**config.mk**
```make
export PLATFORM = sky130hd
export DESIGN_NAME = matmul_engine
export DESIGN_NICKNAME = d
export VERILOG_FILES = /design/src/rtl/matmul_pkg.sv /design/src/rtl/matmul_mac.sv /design/src/rtl/matmul_engine.sv
export SDC_FILE = /design/constraint.sdc
export NUM_CORES = 1
export LEC_CHECK = 0
export ABC_AREA = 1
export BUFFER_PORTS_ARGS = -buffer_cell sky130_fd_sc_hd__buf_4
export CELL_PAD_IN_SITES_DETAIL_PLACEMENT = 1
export CELL_PAD_IN_SITES_GLOBAL_PLACEMENT = 1
export CORE_ASPECT_RATIO = 1.5
export CORE_MARGIN = 1.5
export CORE_UTILIZATION = 48
export CTS_BUF_LIST = sky130_fd_sc_hd__clkbuf_8
export CTS_CLUSTER_SIZE = 8
export DETAILED_ROUTE_END_ITERATION = 8
export PLACE_DENSITY = 0.8
export SLEW_MARGIN = 10
export SYNTH_ARGS = -nofsm -noshare
export SYNTH_HDL_FRONTEND = slang
export SYNTH_SLANG_ARGS = --single-unit
export TNS_END_PERCENT = 20
```
**constraint.sdc**
```tcl
create_clock -name clk -period 8.5 [get_ports clk]
set_input_delay 0.85 -clock clk [delete_from_list [all_inputs] [get_ports clk]]
set_output_delay 0.85 -clock clk [all_outputs]
set_load 0.005 [all_outputs]
```
**src/rtl/matmul_pkg.sv**
```systemverilog
// Shared definitions for the matmul_engine accelerator: FSM state encoding,
// default dimensions and the element-address width helper.
package matmul_pkg;

  typedef enum logic [1:0] {
    IDLE = 2'd0,
    MAC  = 2'd1,
    DONE = 2'd2
  } state_t;

  localparam int N_DEF    = 2;
  localparam int DW_DEF   = 8;
  localparam int ACCW_DEF = 32;

  // Element address width for an n x n matrix stored row-major
  function automatic int aw_of(input int n);
    return $clog2(n * n);
  endfunction

endpackage

```
**src/rtl/matmul_mac.sv**
```systemverilog
// Multiply-accumulate datapath for matmul_engine: signed DW x DW product,
// ACCW-wide wrapping accumulator and the optional negative-result clamp.
// Optional feature macro: MATMUL_RELU_EN (builds the ReLU clamp).
module matmul_mac #(
  parameter int DW   = 8,
  parameter int ACCW = 32
) (
  input  logic                   clk,
  input  logic                   rst_n,
  input  logic                   clr,
  input  logic                   en,
  input  logic                   last,
  input  logic                   relu_en,
  input  logic signed [DW-1:0]   a,
  input  logic signed [DW-1:0]   b,
  output logic [ACCW-1:0]        result
);

  logic signed [2*DW-1:0] prod_s;
  logic [ACCW-1:0]        sum_s;
  logic [ACCW-1:0]        acc_r;

`ifndef MATMUL_RELU_EN
  logic relu_unused_s;
  assign relu_unused_s = relu_en;
`endif

  // Full-width signed product, sign-extended sum and final element value
  always_comb begin
    prod_s = a * b;
    sum_s  = acc_r + {{(ACCW-2*DW){prod_s[2*DW-1]}}, prod_s};
`ifdef MATMUL_RELU_EN
    if (relu_en && sum_s[ACCW-1]) begin
      result = {ACCW{1'b0}};
    end else begin
      result = sum_s;
    end
`else
    result = sum_s;
`endif
  end

  // Accumulator: cleared at run start and after each finished element
  always_ff @(posedge clk or negedge rst_n) begin
    if (!rst_n) begin
      acc_r <= {ACCW{1'b0}};
    end else if (clr) begin
      acc_r <= {ACCW{1'b0}};
    end else if (en) begin
      if (last) begin
        acc_r <= {ACCW{1'b0}};
      end else begin
        acc_r <= sum_s;
      end
    end
  end

endmodule

```
**src/rtl/matmul_engine.sv**
```systemverilog
// matmul_engine: sequential NxN signed matrix multiply C = A x B with
// operand write port, start/busy/done handshake and result read port.
// Optional feature macro: MATMUL_RELU_EN (clamp negative C elements when
// relu is latched high at start).
module matmul_engine
  import matmul_pkg::*;
#(
  parameter  int N    = N_DEF,
  parameter  int DW   = DW_DEF,
  parameter  int ACCW = ACCW_DEF,
  localparam int AW   = aw_of(N)
) (
  input  logic                clk,
  input  logic                rst_n,
  input  logic                a_we,
  input  logic                b_we,
  input  logic [AW-1:0]       w_addr,
  input  logic [DW-1:0]       data_in,
  input  logic                start,
  input  logic                relu,
  output logic                busy,
  output logic                done,
  input  logic [AW-1:0]       r_addr,
  output logic [ACCW-1:0]     r_data,
  output logic [31:0]         cycle_count
);

  localparam int NN = N * N;
  localparam int IW = $clog2(N);

  state_t                 state_r;
  logic [IW-1:0]          i_r, j_r, k_r;
  logic                   relu_r;
  logic                   busy_r, done_r;
  logic [31:0]            cycle_count_r;
  logic signed [DW-1:0]   a_mem_r [NN];
  logic signed [DW-1:0]   b_mem_r [NN];
  logic [ACCW-1:0]        c_mem_r [NN];

  logic [AW-1:0]          a_idx_s, b_idx_s, c_idx_s;
  logic signed [DW-1:0]   a_op_s, b_op_s;
  logic                   mac_clr_s, mac_en_s, mac_last_s;
  logic                   w_ok_s, r_ok_s;
  logic [ACCW-1:0]        mac_result_s;

  // Operand selection, MAC controls, address range checks and result read
  always_comb begin
    a_idx_s    = AW'(32'(i_r) * N + 32'(k_r));
    b_idx_s    = AW'(32'(k_r) * N + 32'(j_r));
    c_idx_s    = AW'(32'(i_r) * N + 32'(j_r));
    a_op_s     = a_mem_r[a_idx_s];
    b_op_s     = b_mem_r[b_idx_s];
    mac_en_s   = (state_r == MAC);
    mac_last_s = (k_r == IW'(N - 1));
    mac_clr_s  = (state_r == IDLE) && start;
    w_ok_s     = 32'(w_addr) < 32'(NN);
    r_ok_s     = 32'(r_addr) < 32'(NN);
    if (r_ok_s) begin
      r_data = c_mem_r[r_addr];
    end else begin
      r_data = {ACCW{1'b0}};
    end
  end

  matmul_mac #(.DW(DW), .ACCW(ACCW)) u_mac (
    .clk     (clk),
    .rst_n   (rst_n),
    .clr     (mac_clr_s),
    .en      (mac_en_s),
    .last    (mac_last_s),
    .relu_en (relu_r),
    .a       (a_op_s),
    .b       (b_op_s),
    .result  (mac_result_s)
  );

  // Operand arrays: written only while idle and for in-range addresses
  always_ff @(posedge clk or negedge rst_n) begin
    if (!rst_n) begin
      for (int n = 0; n < NN; n++) begin
        a_mem_r[n] <= {DW{1'b0}};
        b_mem_r[n] <= {DW{1'b0}};
      end
    end else if ((state_r == IDLE) && w_ok_s) begin
      if (a_we) a_mem_r[w_addr] <= data_in;
      if (b_we) b_mem_r[w_addr] <= data_in;
    end
  end

  // Run control FSM: index walk, result write-back, handshake and cycle count
  always_ff @(posedge clk or negedge rst_n) begin
    if (!rst_n) begin
      state_r       <= IDLE;
      i_r           <= {IW{1'b0}};
      j_r           <= {IW{1'b0}};
      k_r           <= {IW{1'b0}};
      relu_r        <= 1'b0;
      busy_r        <= 1'b0;
      done_r        <= 1'b0;
      cycle_count_r <= 32'd0;
      for (int n = 0; n < NN; n++) begin
        c_mem_r[n] <= {ACCW{1'b0}};
      end
    end else begin
      case (state_r)
        IDLE: begin
          done_r <= 1'b0;
          if (start) begin
            i_r           <= {IW{1'b0}};
            j_r           <= {IW{1'b0}};
            k_r           <= {IW{1'b0}};
            relu_r        <= relu;
            cycle_count_r <= 32'd0;
            busy_r        <= 1'b1;
            state_r       <= MAC;
          end
        end
        MAC: begin
          cycle_count_r <= cycle_count_r + 32'd1;
          if (mac_last_s) begin
            c_mem_r[c_idx_s] <= mac_result_s;
            k_r <= {IW{1'b0}};
            if (j_r == IW'(N - 1)) begin
              j_r <= {IW{1'b0}};
              if (i_r == IW'(N - 1)) begin
                i_r     <= {IW{1'b0}};
                busy_r  <= 1'b0;
                done_r  <= 1'b1;
                state_r <= DONE;
              end else begin
                i_r <= i_r + IW'(1);
              end
            end else begin
              j_r <= j_r + IW'(1);
            end
          end else begin
            k_r <= k_r + IW'(1);
          end
        end
        DONE: begin
          done_r  <= 1'b0;
          state_r <= IDLE;
        end
        default: begin
          busy_r  <= 1'b0;
          done_r  <= 1'b0;
          state_r <= IDLE;
        end
      endcase
    end
  end

  assign busy        = busy_r;
  assign done        = done_r;
  assign cycle_count = cycle_count_r;

endmodule

```
; ---- After elaboration in Yosys (flattened, before gate mapping)
; Index checks and enable logic that the tools add are counted.
[totals]
in_bits = 18
reg_bits = 263
out_inout_bits = 66
[op_classes]
n_mul = 1
magnitude_cmp = 7
mux = 45
n_bitwise = 6
reduce_logical = 15
eq_ne = 6
n_addsub = 8
[ops]
columns = op, n
row1 = $mux 32, 7
row2 = $bwmux 128, 1
row3 = $bmux 32 s2, 1
row4 = $bwmux 32, 2
row5 = $demux 32 s2, 1
row6 = $pmux 32 s2, 1
row7 = $mux 8, 5
row8 = $add 32x1->32 const B, 1
row9 = $add 32x32->32, 1
row10 = $bmux 8 s2, 2
row11 = $demux 8 s2, 1
row12 = $mul 8x8->16, 1
row13 = $ge 3x3->1 const B, 5
row14 = $mux 1, 15
row15 = $not 2->3, 5
row16 = $mux 2, 4
row17 = $ne 2x2->1 const B, 4
row18 = $reduce_and 2->1, 4
row19 = $reduce_and 4->1, 2
row20 = $add 2x1->2, 3
row21 = $lt 3x1->1 const B, 2
row22 = $pmux 1 s2, 3
row23 = $reduce_and 3->1, 2
row24 = $reduce_and 5->1, 1
row25 = other kinds (9), 14

; ---- Depth between registers and ports, before layout
; Gate-level depths: netlist (run 1).
[depth]
depth_word = 10
ltp_mapped = 40

; ---- Modules after synthesis
; Synthesis (run 1) repeated with hierarchy kept, for this count alone.
[hier_totals]
hier_cells = 2169
area_unflattened_um2 = 16671.0
[by_module_without_submodules]
columns = mod, seq_area_each_um2, cells_each, instances, area_per_inst_um2
row1 = matmul_engine, 5805.6, 1300, 1, 10702.8
row2 = matmul_mac, 800.8, 869, 1, 5968.2

; ---- Worst setup path before layout (run 1)
; No wires, ideal clock.
[synth_timing]
kind = register to register
from = reg k_r
to = reg u_mac.acc_r[21]
path_stages_with_launch = 34
arrival_time_ps = 6195
slack_ps = 2187
period_less_slack_ps = 6313
n_path_buf = 0
cell_sequence = dfrtp_1 inv_2 nor2_1 inv_2 o22ai_1 a31oi_1 inv_1 nor2_1 inv_1 fa_1 inv_1 fa_1 fa_1 inv_1 fa_1 inv_1 ha_1 nand2_1 inv_1 nand2_1 nand2_1 nand2_1 nand2_1 nor2_1 nand3_1 nand2_1 ha_1 a21oi_4 o21ai_0 o21bai_1 nand3b_1 or2_2 nand3_1 nand2_1
[synth_via]
elab_chain_len = 10
word_cells_on_any_way = 15
classes_between = 3 x add/sub / 1 x mul / 9 x mux / 2 x bitwise
[synth_lines]
columns = element, line_no
row1 = "start, declared", matmul_engine.sv:32  ; logic [IW-1:0] i_r, j_r, k_r;
row2 = "start signal, assigned", matmul_engine.sv:96  ; k_r <= {IW{1'b0}};
row3 = "start signal, assigned", matmul_engine.sv:111  ; k_r <= {IW{1'b0}};
row4 = "start signal, assigned", matmul_engine.sv:122  ; k_r <= {IW{1'b0}};
row5 = $add 2x1->2 (on tied branches), "matmul_engine.sv:48, matmul_engine.sv:49"
row6 = $not 2->3 (on tied branches), "matmul_engine.sv:51, matmul_engine.sv:52"
row7 = $bmux 8 s2 (on tied branches), "matmul_engine.sv:51, matmul_engine.sv:52"
row8 = $mux 8 (on tied branches) (2 in a row), "matmul_engine.sv:51, matmul_engine.sv:52"
row9 = $mul 8x8->16, matmul_mac.sv:30  ; prod_s = a * b;
row10 = $add 32x32->32, matmul_mac.sv:31  ; sum_s = acc_r + {{(ACCW-2*DW){prod_s[2*DW-1]}}, prod_s};
row11 = $mux 32 (*), matmul_mac.sv:50  ; if (last) begin
row12 = $mux 32 (*), matmul_mac.sv:49  ; end else if (en) begin
row13 = $mux 32 (*), matmul_mac.sv:47  ; end else if (clr) begin
row14 = "end signal, assigned", matmul_mac.sv:46  ; acc_r <= {ACCW{1'b0}};
row15 = "end signal, assigned", matmul_mac.sv:48  ; acc_r <= {ACCW{1'b0}};
row16 = "end signal, assigned", matmul_mac.sv:51  ; acc_r <= {ACCW{1'b0}};
row17 = "end, declared", matmul_mac.sv:21  ; logic [ACCW-1:0] acc_r;
; Every way passes the cells marked *; elsewhere a longest branch is shown, timed or not. The select of a mux whose other input is x is not followed.
; A chain may end at the register's enable or synchronous reset.

; ---- Worst setup path after layout (run 1)
[layout_timing]
from = reg j_r
to = reg c_mem_r[60] in the netlist's numbering
[layout_via]
elab_chain_len = 8
word_cells_on_any_way = 15
classes_between = 3 x add/sub / 1 x mul / 2 x order compare / 6 x mux / 2 x bitwise / 1 x reduce/logical
[layout_lines]
columns = element, line_no
row1 = "start, declared", matmul_engine.sv:32
row2 = "start signal, assigned", matmul_engine.sv:95  ; j_r <= {IW{1'b0}};
row3 = "start signal, assigned", matmul_engine.sv:110  ; j_r <= {IW{1'b0}};
row4 = "start signal, assigned", matmul_engine.sv:124  ; j_r <= {IW{1'b0}};
row5 = $add 2x1->2, matmul_engine.sv:49  ; b_idx_s = AW'(32'(k_r) * N + 32'(j_r));
row6 = $not 2->3 (not written as such), matmul_engine.sv:52  ; b_op_s = b_mem_r[b_idx_s];
row7 = $bmux 8 s2, matmul_engine.sv:52
row8 = $mux 8 (not written as such) (2 in a row), matmul_engine.sv:52
row9 = $mul 8x8->16, matmul_mac.sv:30
row10 = $add 32x32->32, matmul_mac.sv:31
row11 = $bwmux 128 (*), matmul_engine.sv:121  ; c_mem_r[c_idx_s] <= mac_result_s;
row12 = "end signal, assigned by index", matmul_engine.sv:102  ; c_mem_r[n] <= {ACCW{1'b0}};
row13 = "end signal, assigned by index", matmul_engine.sv:121
row14 = "end, declared", matmul_engine.sv:38  ; logic [ACCW-1:0] c_mem_r [NN];
; Marked as above.

==> results of run 1 <==
## layer usage
layer / vias up / part of all wire, % / wire length, um / track usage [%]
met2: 237 / 56 / 27900 / 58.8
met4: 0 / 4.7 / 2370 / 13.9
met3: 133 / 2.5 / 1230 / 3.24
met5: - / 0 / 0 / 0
li1: 6970 / - / - / -
met1: 7258 / 37 / 18500 / 30.5
## Yosys cell counts (3+ instances only)
cell type  count  share of area (%)
inv_2         11               0.25
a31oi_1        8               0.31
o21ai_0      207                6.4
nor2_2         9               0.35
o21ai_1       25               0.77
nor4_1         5               0.19
dfrtp_1      263                 41
o21a_1         4               0.18
nand3_1      151                4.7
o21bai_1      10               0.46
buf_1          3              0.069
a21oi_1       54                1.7
clkbuf_1      36               0.83
a32oi_1        9               0.49
nor2_1       193                4.5
ha_1          63                4.9
nand3_2        3               0.18
inv_1        241                5.6
nand2_1      591                 14
buf_4          4               0.18
nor3_1        15               0.46
nand4_1       15               0.58
xnor2_1       12               0.65
nand3b_1       7               0.32
mux2i_1        3               0.18
fa_1          56                6.9
o22ai_1       43                1.7
buf_2         20               0.62
xor2_1        14               0.75
## area by class of cell
class,instances,area share [%]
multi-input cells,1525,46.4
flip-flops and latches,263,36.3
inverters,255,5.29
repair buffers,94,4.00
clock buffers,49,3.72
well taps,420,2.90
clock inverters,25,1.34
## metrics by stage
step / cells / hold slack [ps] / util (%) / setup WS, ps
2_1_floorplan: 2108 / 444 / - / 2190
3_3_place_gp: 2557 / 458 / 51.6 / 798
3_5_place_dp: 2557 / 462 / 51.6 / 539
4_1_cts: 2631 / 293 / 54.4 / 481
5_1_grt: 2631 / 304 / 54.4 / 43.7
6_report: 2631 / 255 / 54.4 / 666
## cell families after synthesis
group                      share of synthesized area [%]
xor gates and xnor gates                            1.40
buffers and inverters                               7.75
and+or+nand+nor                                     25.7
adders and majority gates                           11.8
muxes                                              0.185
DFF                                                 40.5
AOI/OAI and AO/OA                                   12.7
## state kept, by name (all words and copies together), names as in the netlist
| register | cells |
|---|---|
| a_mem_r | 32 |
| b_mem_r | 32 |
| busy | 1 |
| c_mem_r | 128 |
| cycle_count | 32 |
| done | 1 |
| i_r | 1 |
| j_r | 1 |
| k_r | 1 |
| state_r | 2 |
| u_mac.acc_r | 32 |
## cell usage in the layout (no fill, tap or decap), types with 3 or more instances in the layout
master     count
nor2_2         9
ha_1          63
o21bai_1      10
o22ai_1       43
inv_1        257
o21ai_0      207
nor4_1         5
a32oi_1        9
a31oi_1        8
xnor2_1       12
bufinv_16      5
inv_2         11
a21oi_1       54
nand2_2        3
fa_1          56
dfrtp_1      263
nor2_4         3
nand4_1       15
o21ai_1       25
xor2_1        14
nor2_1       192
buf_4         92
nand3_1      151
nand2_1      590
nand3b_1       7
mux2i_1        3
nand3_2        3
nor3_1        15
clkbuf_8      49
o21a_1         4
## final timing paths
path / from / endpoint / slack [ps] / cells after the start
max in group asynchronous: rst_n / a_mem_r[23] / 6780 / 2
min: rst_n / c_mem_r[113] / 260 / 1
min in group clk: c_mem_r[55] / c_mem_r[55] / 470 / 2
max reg2reg: j_r / c_mem_r[60] / 670 / 29
max: j_r / c_mem_r[60] / 670 / 29
min reg2reg: c_mem_r[55] / c_mem_r[55] / 470 / 2
==> results.py, run 1 <==
metrics = {
    "detailed_routing": {
        "vias": 14598,
        "first_iter_violations": 543,
        "drcViolationCount": 1,
        "wl_per_cell_um": 19.0,
        "viasPerCell": 5.55,
        "ant_nets": 0,
        "drt-total-wl_mm": 50.0,
        "drt-pass1-iter-count": 7,
    },
    "layout": {
        "multiInputGateArea_sq_um": 8420,
        "design_area_sq_um": 18100,
        "diodes": 0,
        "area_growth_pct": 11.6,
        "fillers": 4200,
        "drive_gt1_share_pct": 8.64,
        "fin_nets": 2320,
        "regArea_sq_um": 6580,
    },
    "cts": {
        "ctsHoldBuffers": 0,
        "cts_resized": 0,
        "postCtsSetupBuffers": 0,
        "insertion_delay_ps": 610,
        "cts_tree": "yes",
        "root_buffer": "clkbuf_8",
        "clkSlewWorstSetupHoldPaths_ps": 60,
        "h-tree-depth": 2,
        "clkSinkCount": 263,
        "numCtsBuffers": 44,
        "clk_path_buf_depth": 3,
    },
    "floorplanning": {
        "rows": 82,
        "die_area_sq_um": 35000,
        "start_util_pct": 48.7,
        "die_height_um": 228,
        "ios": 84,
        "core_sq_um": 33300,
        "die_w_um": 153,
    },
    "timing": {
        "max_freq_mhz": 128,
        "min_period_over_period_pct": 92.2,
        "setup_viol": 0,
        "fin_tns_setup_ps": 0,
        "rsz0062_at_grt": "false",
        "slew_viol_final": 0,
        "min_period_ps": 7830,
        "finClkSkew_ps": 35.7,
        "finalHoldViolCount": 0,
        "max-slew-margin-rel_pct": 27.0,
        "worstMarginPinSlew_ps": 1090,
    },
    "job": {
        "drv_cap": 0,
    },
    "global_routing": {
        "antenna_found_initial": 0,
        "grt_start_max_net_pins": 166,
        "grt_pass1_wl_mm": 82.9,
        "grt_pass1_vias": 16339,
        "grt_remaining_overflow": 0,
        "grt_util_all_layers_pct": 29.6,
    },
    "placed_design": {
        "dpl.hpwl_mm": 35.6,
        "gp_congestion": 0.956,
        "port_buffers": 82,
        "place_area_sq_um": 17200,
    },
    "setup_path": {
        "crit_buf_inv": 5,
        "worstSetupPathType": "reg2reg",
        "cp.required_ps": 8970,
        "end_kind": "flip-flop",
        "cp_slowest_cell": "dfrtp_1",
        "slowest_delay_ps": 640,
        "worstPathArrival_ps": 8300,
        "critical_path.max_fanout": 13,
        "startpoint_type": "flip-flop",
        "path_delay_family": "adder cells",
    },
    "yosys": {
        "async_reset_ff_share_pct": 100,
        "synth_ff_type": "dfrtp_1",
        "synth_edf_count": 0,
        "yosysWarnings": 0,
        "syn_area_per_cell_sq_um": 7.71,
        "ys_ff_latch": 263,
        "syn_nets": 2245,
        "yosysUniqueCellTypes": 51,
        "synthCells": 2108,
        "syn-cell-area_sq_um": 16200,
        "ys_seq_area_share_pct": 40.5,
    },
    "hold_path": {
        "hold_path_class": "in2async",
    },
    "run_status": {
        "violations": "design-rule violations",
        "status": "finished with violations",
    },
}
Power of run 1 is not shown: default switching activity piles up to over one toggle a cycle in this logic, so the estimate is an artifact.
==> run 2, diff against run 1 <==
--- a/config.mk
+++ b/config.mk
@@ -18,2 +18,3 @@
 export PLACE_DENSITY = 0.8
+export SETUP_SLACK_MARGIN = 0.5
 export SLEW_MARGIN = 10
==> constraint.sdc (replaced) <==
create_clock -name clk -period 8.5 [get_ports clk]
set_input_delay 0.425 -clock clk [delete_from_list [all_inputs] [get_ports clk]]
set_output_delay 0.425 -clock clk [all_outputs]
set_load 0.005 [all_outputs]
==> run 2 against run 1 <==
Net effect: the flow still finishes with violations (design-rule violations); final cell count unchanged; count of clock-buffer cells in the layout increased by 3; register-to-register slack improved by 350 ps; first-iteration DRC count increased by 9.9%; global-route usage decreased by 0.25 points; sequential share of layout area increased by 0.14 points.
==> results.py, run 2 (same netlist as run 1, synthesis figures left out) <==
metrics = {
    "setup_path": {
        "crit_buf_inv": 8,
        "cp.required_ps": 8980,
        "critical_path.max_fanout": 10,
        "startpoint_type": "flip-flop",
        "slowest_delay_ps": 560,
        "crit_path_frequent_cell": "inv_1",
        "path_delay_family": "adder cells",
        "cp_slowest_cell": "fa_1",
        "worstPathArrival_ps": 7960,
        "worstSetupPathType": "reg2reg",
        "end_kind": "flip-flop",
    },
    "global_routing": {
        "grt_pass1_vias": 16239,
        "grt_pass1_wl_mm": 82.2,
        "grt_remaining_overflow": 0,
        "antenna_found_initial": 1,
        "grt_util_all_layers_pct": 29.4,
        "grt_start_max_net_pins": 117,
    },
    "floorplanning": {
        "die_height_um": 228,
        "ios": 84,
        "die_area_sq_um": 35000,
        "start_util_pct": 48.7,
        "core_sq_um": 33300,
        "rows": 82,
        "die_w_um": 153,
    },
    "timing": {
        "finalHoldViolCount": 0,
        "setup_viol": 0,
        "slew_viol_final": 0,
        "min_period_over_period_pct": 88.0,
        "worstMarginPinSlew_ps": 1120,
        "fin_tns_setup_ps": 0,
        "rsz0062_at_grt": "false",
        "max-slew-margin-rel_pct": 25.2,
        "min_period_ps": 7480,
        "max_freq_mhz": 134,
        "finClkSkew_ps": 27.0,
    },
    "detailed_routing": {
        "ant_nets": 0,
        "met1_length_mm": 18.4,
        "drt-total-wl_mm": 49.9,
        "wl_met2_mm": 27.7,
        "wl_per_cell_um": 19.0,
        "drcViolationCount": 1,
        "first_iter_violations": 597,
        "wl_met3_mm": 1.35,
        "routed.top_layer": "met4",
        "drt-pass1-iter-count": 7,
        "vias": 14714,
        "viasPerCell": 5.59,
    },
    "layout": {
        "fin_nets": 2322,
        "layout_commonest_cell": "nand2_1",
        "largest_reg_flops": 128,
        "instances_no_fill": 2631,
        "drive_gt1_share_pct": 8.96,
        "largest_register": "c_mem_r",
        "fillers": 4180,
        "area_growth_pct": 11.1,
        "layout_common_cells": "nand2_1 (590), dfrtp_1 (263), inv_1 (251)",
    },
    "placed_design": {
        "dp.cells": 2558,
        "gp_congestion": 0.965,
        "port_buffers": 82,
        "dpl.hpwl_mm": 35.8,
    },
    "cts": {
        "postCtsSetupBuffers": 0,
        "clkSlewWorstSetupHoldPaths_ps": 60,
        "insertion_delay_ps": 610,
        "clkSinkCount": 263,
        "numCtsBuffers": 44,
        "root_buffer": "clkbuf_8",
        "h-tree-depth": 2,
        "clk_path_buf_depth": 3,
        "cts_tree": "yes",
    },
    "job": {
        "drv_cap": 0,
    },
    "hold_path": {
        "hold_path_class": "in2reg",
    },
    "run_status": {
        "status": "finished with violations",
        "violations": "design-rule violations",
    },
}
run 2: area by class of cell:
cell class	count	area, sq um	area share (%)
Timing Repair Buffer	96	731	4.05
Clock inverter	19	101	0.561
Tap cell	420	526	2.91
Clock buffer	52	716	3.96
Sequential cell	263	6580	36.4
Inverter	255	960	5.31
Multi-Input combinational cell	1525	8440	46.8
Antenna cell	1	2.50	0.0139
run 2: worst paths after layout:
kind	startpoint	slack, ps	cells past startpoint	end
setup / recovery	j_r	1020	33	c_mem_r[53]
hold / removal	data_in[3]	220	3	a_mem_r[19]
setup reg to reg	j_r	1020	33	c_mem_r[53]
hold reg to reg	c_mem_r[94]	480	2	c_mem_r[94]
max in group asynchronous	rst_n	6340	3	c_mem_r[115]
min in group asynchronous	rst_n	450	2	c_mem_r[50]
run 2: timing repair:
item,in CTS,in global routing
endpoints found under the hold margin,75,0
setup endpoints to repair,0,70
hold buffers,1,0
resized for setup,0,5
run 2: worst reg2reg max path: cells and delay by family (launching register included):
family                     cells  cell delay, ps
AOI/OAI and AO/OA              6            1140
xor gates and xnor gates       1             150
and+or+nand+nor               12            1920
DFF                            1             470
adders and majority gates      6            2710
buffers and inverters          8            1000
run 2: layer usage:
layer | vias to the layer above | global-route usage, %
li1 | 6961 | -
met2 | 259 | 57.2
met4 | 0 | 14.5
met1 | 7357 | 30.8
met5 | - | 0
met3 | 137 | 3.24
run 2: through the flow:
step	utilization, %	worst slack (ps)	hold WS [ps]	cell area, sq um
finish	54.2	1020	219	18100
CTS	54.1	695	199	18000
detailed placement	51.6	730	463	17200
global placement	51.6	900	458	17200
global route	54.2	505	225	18100
floorplan	-	2190	129	16200
Power of run 2 is left out for the same reason.
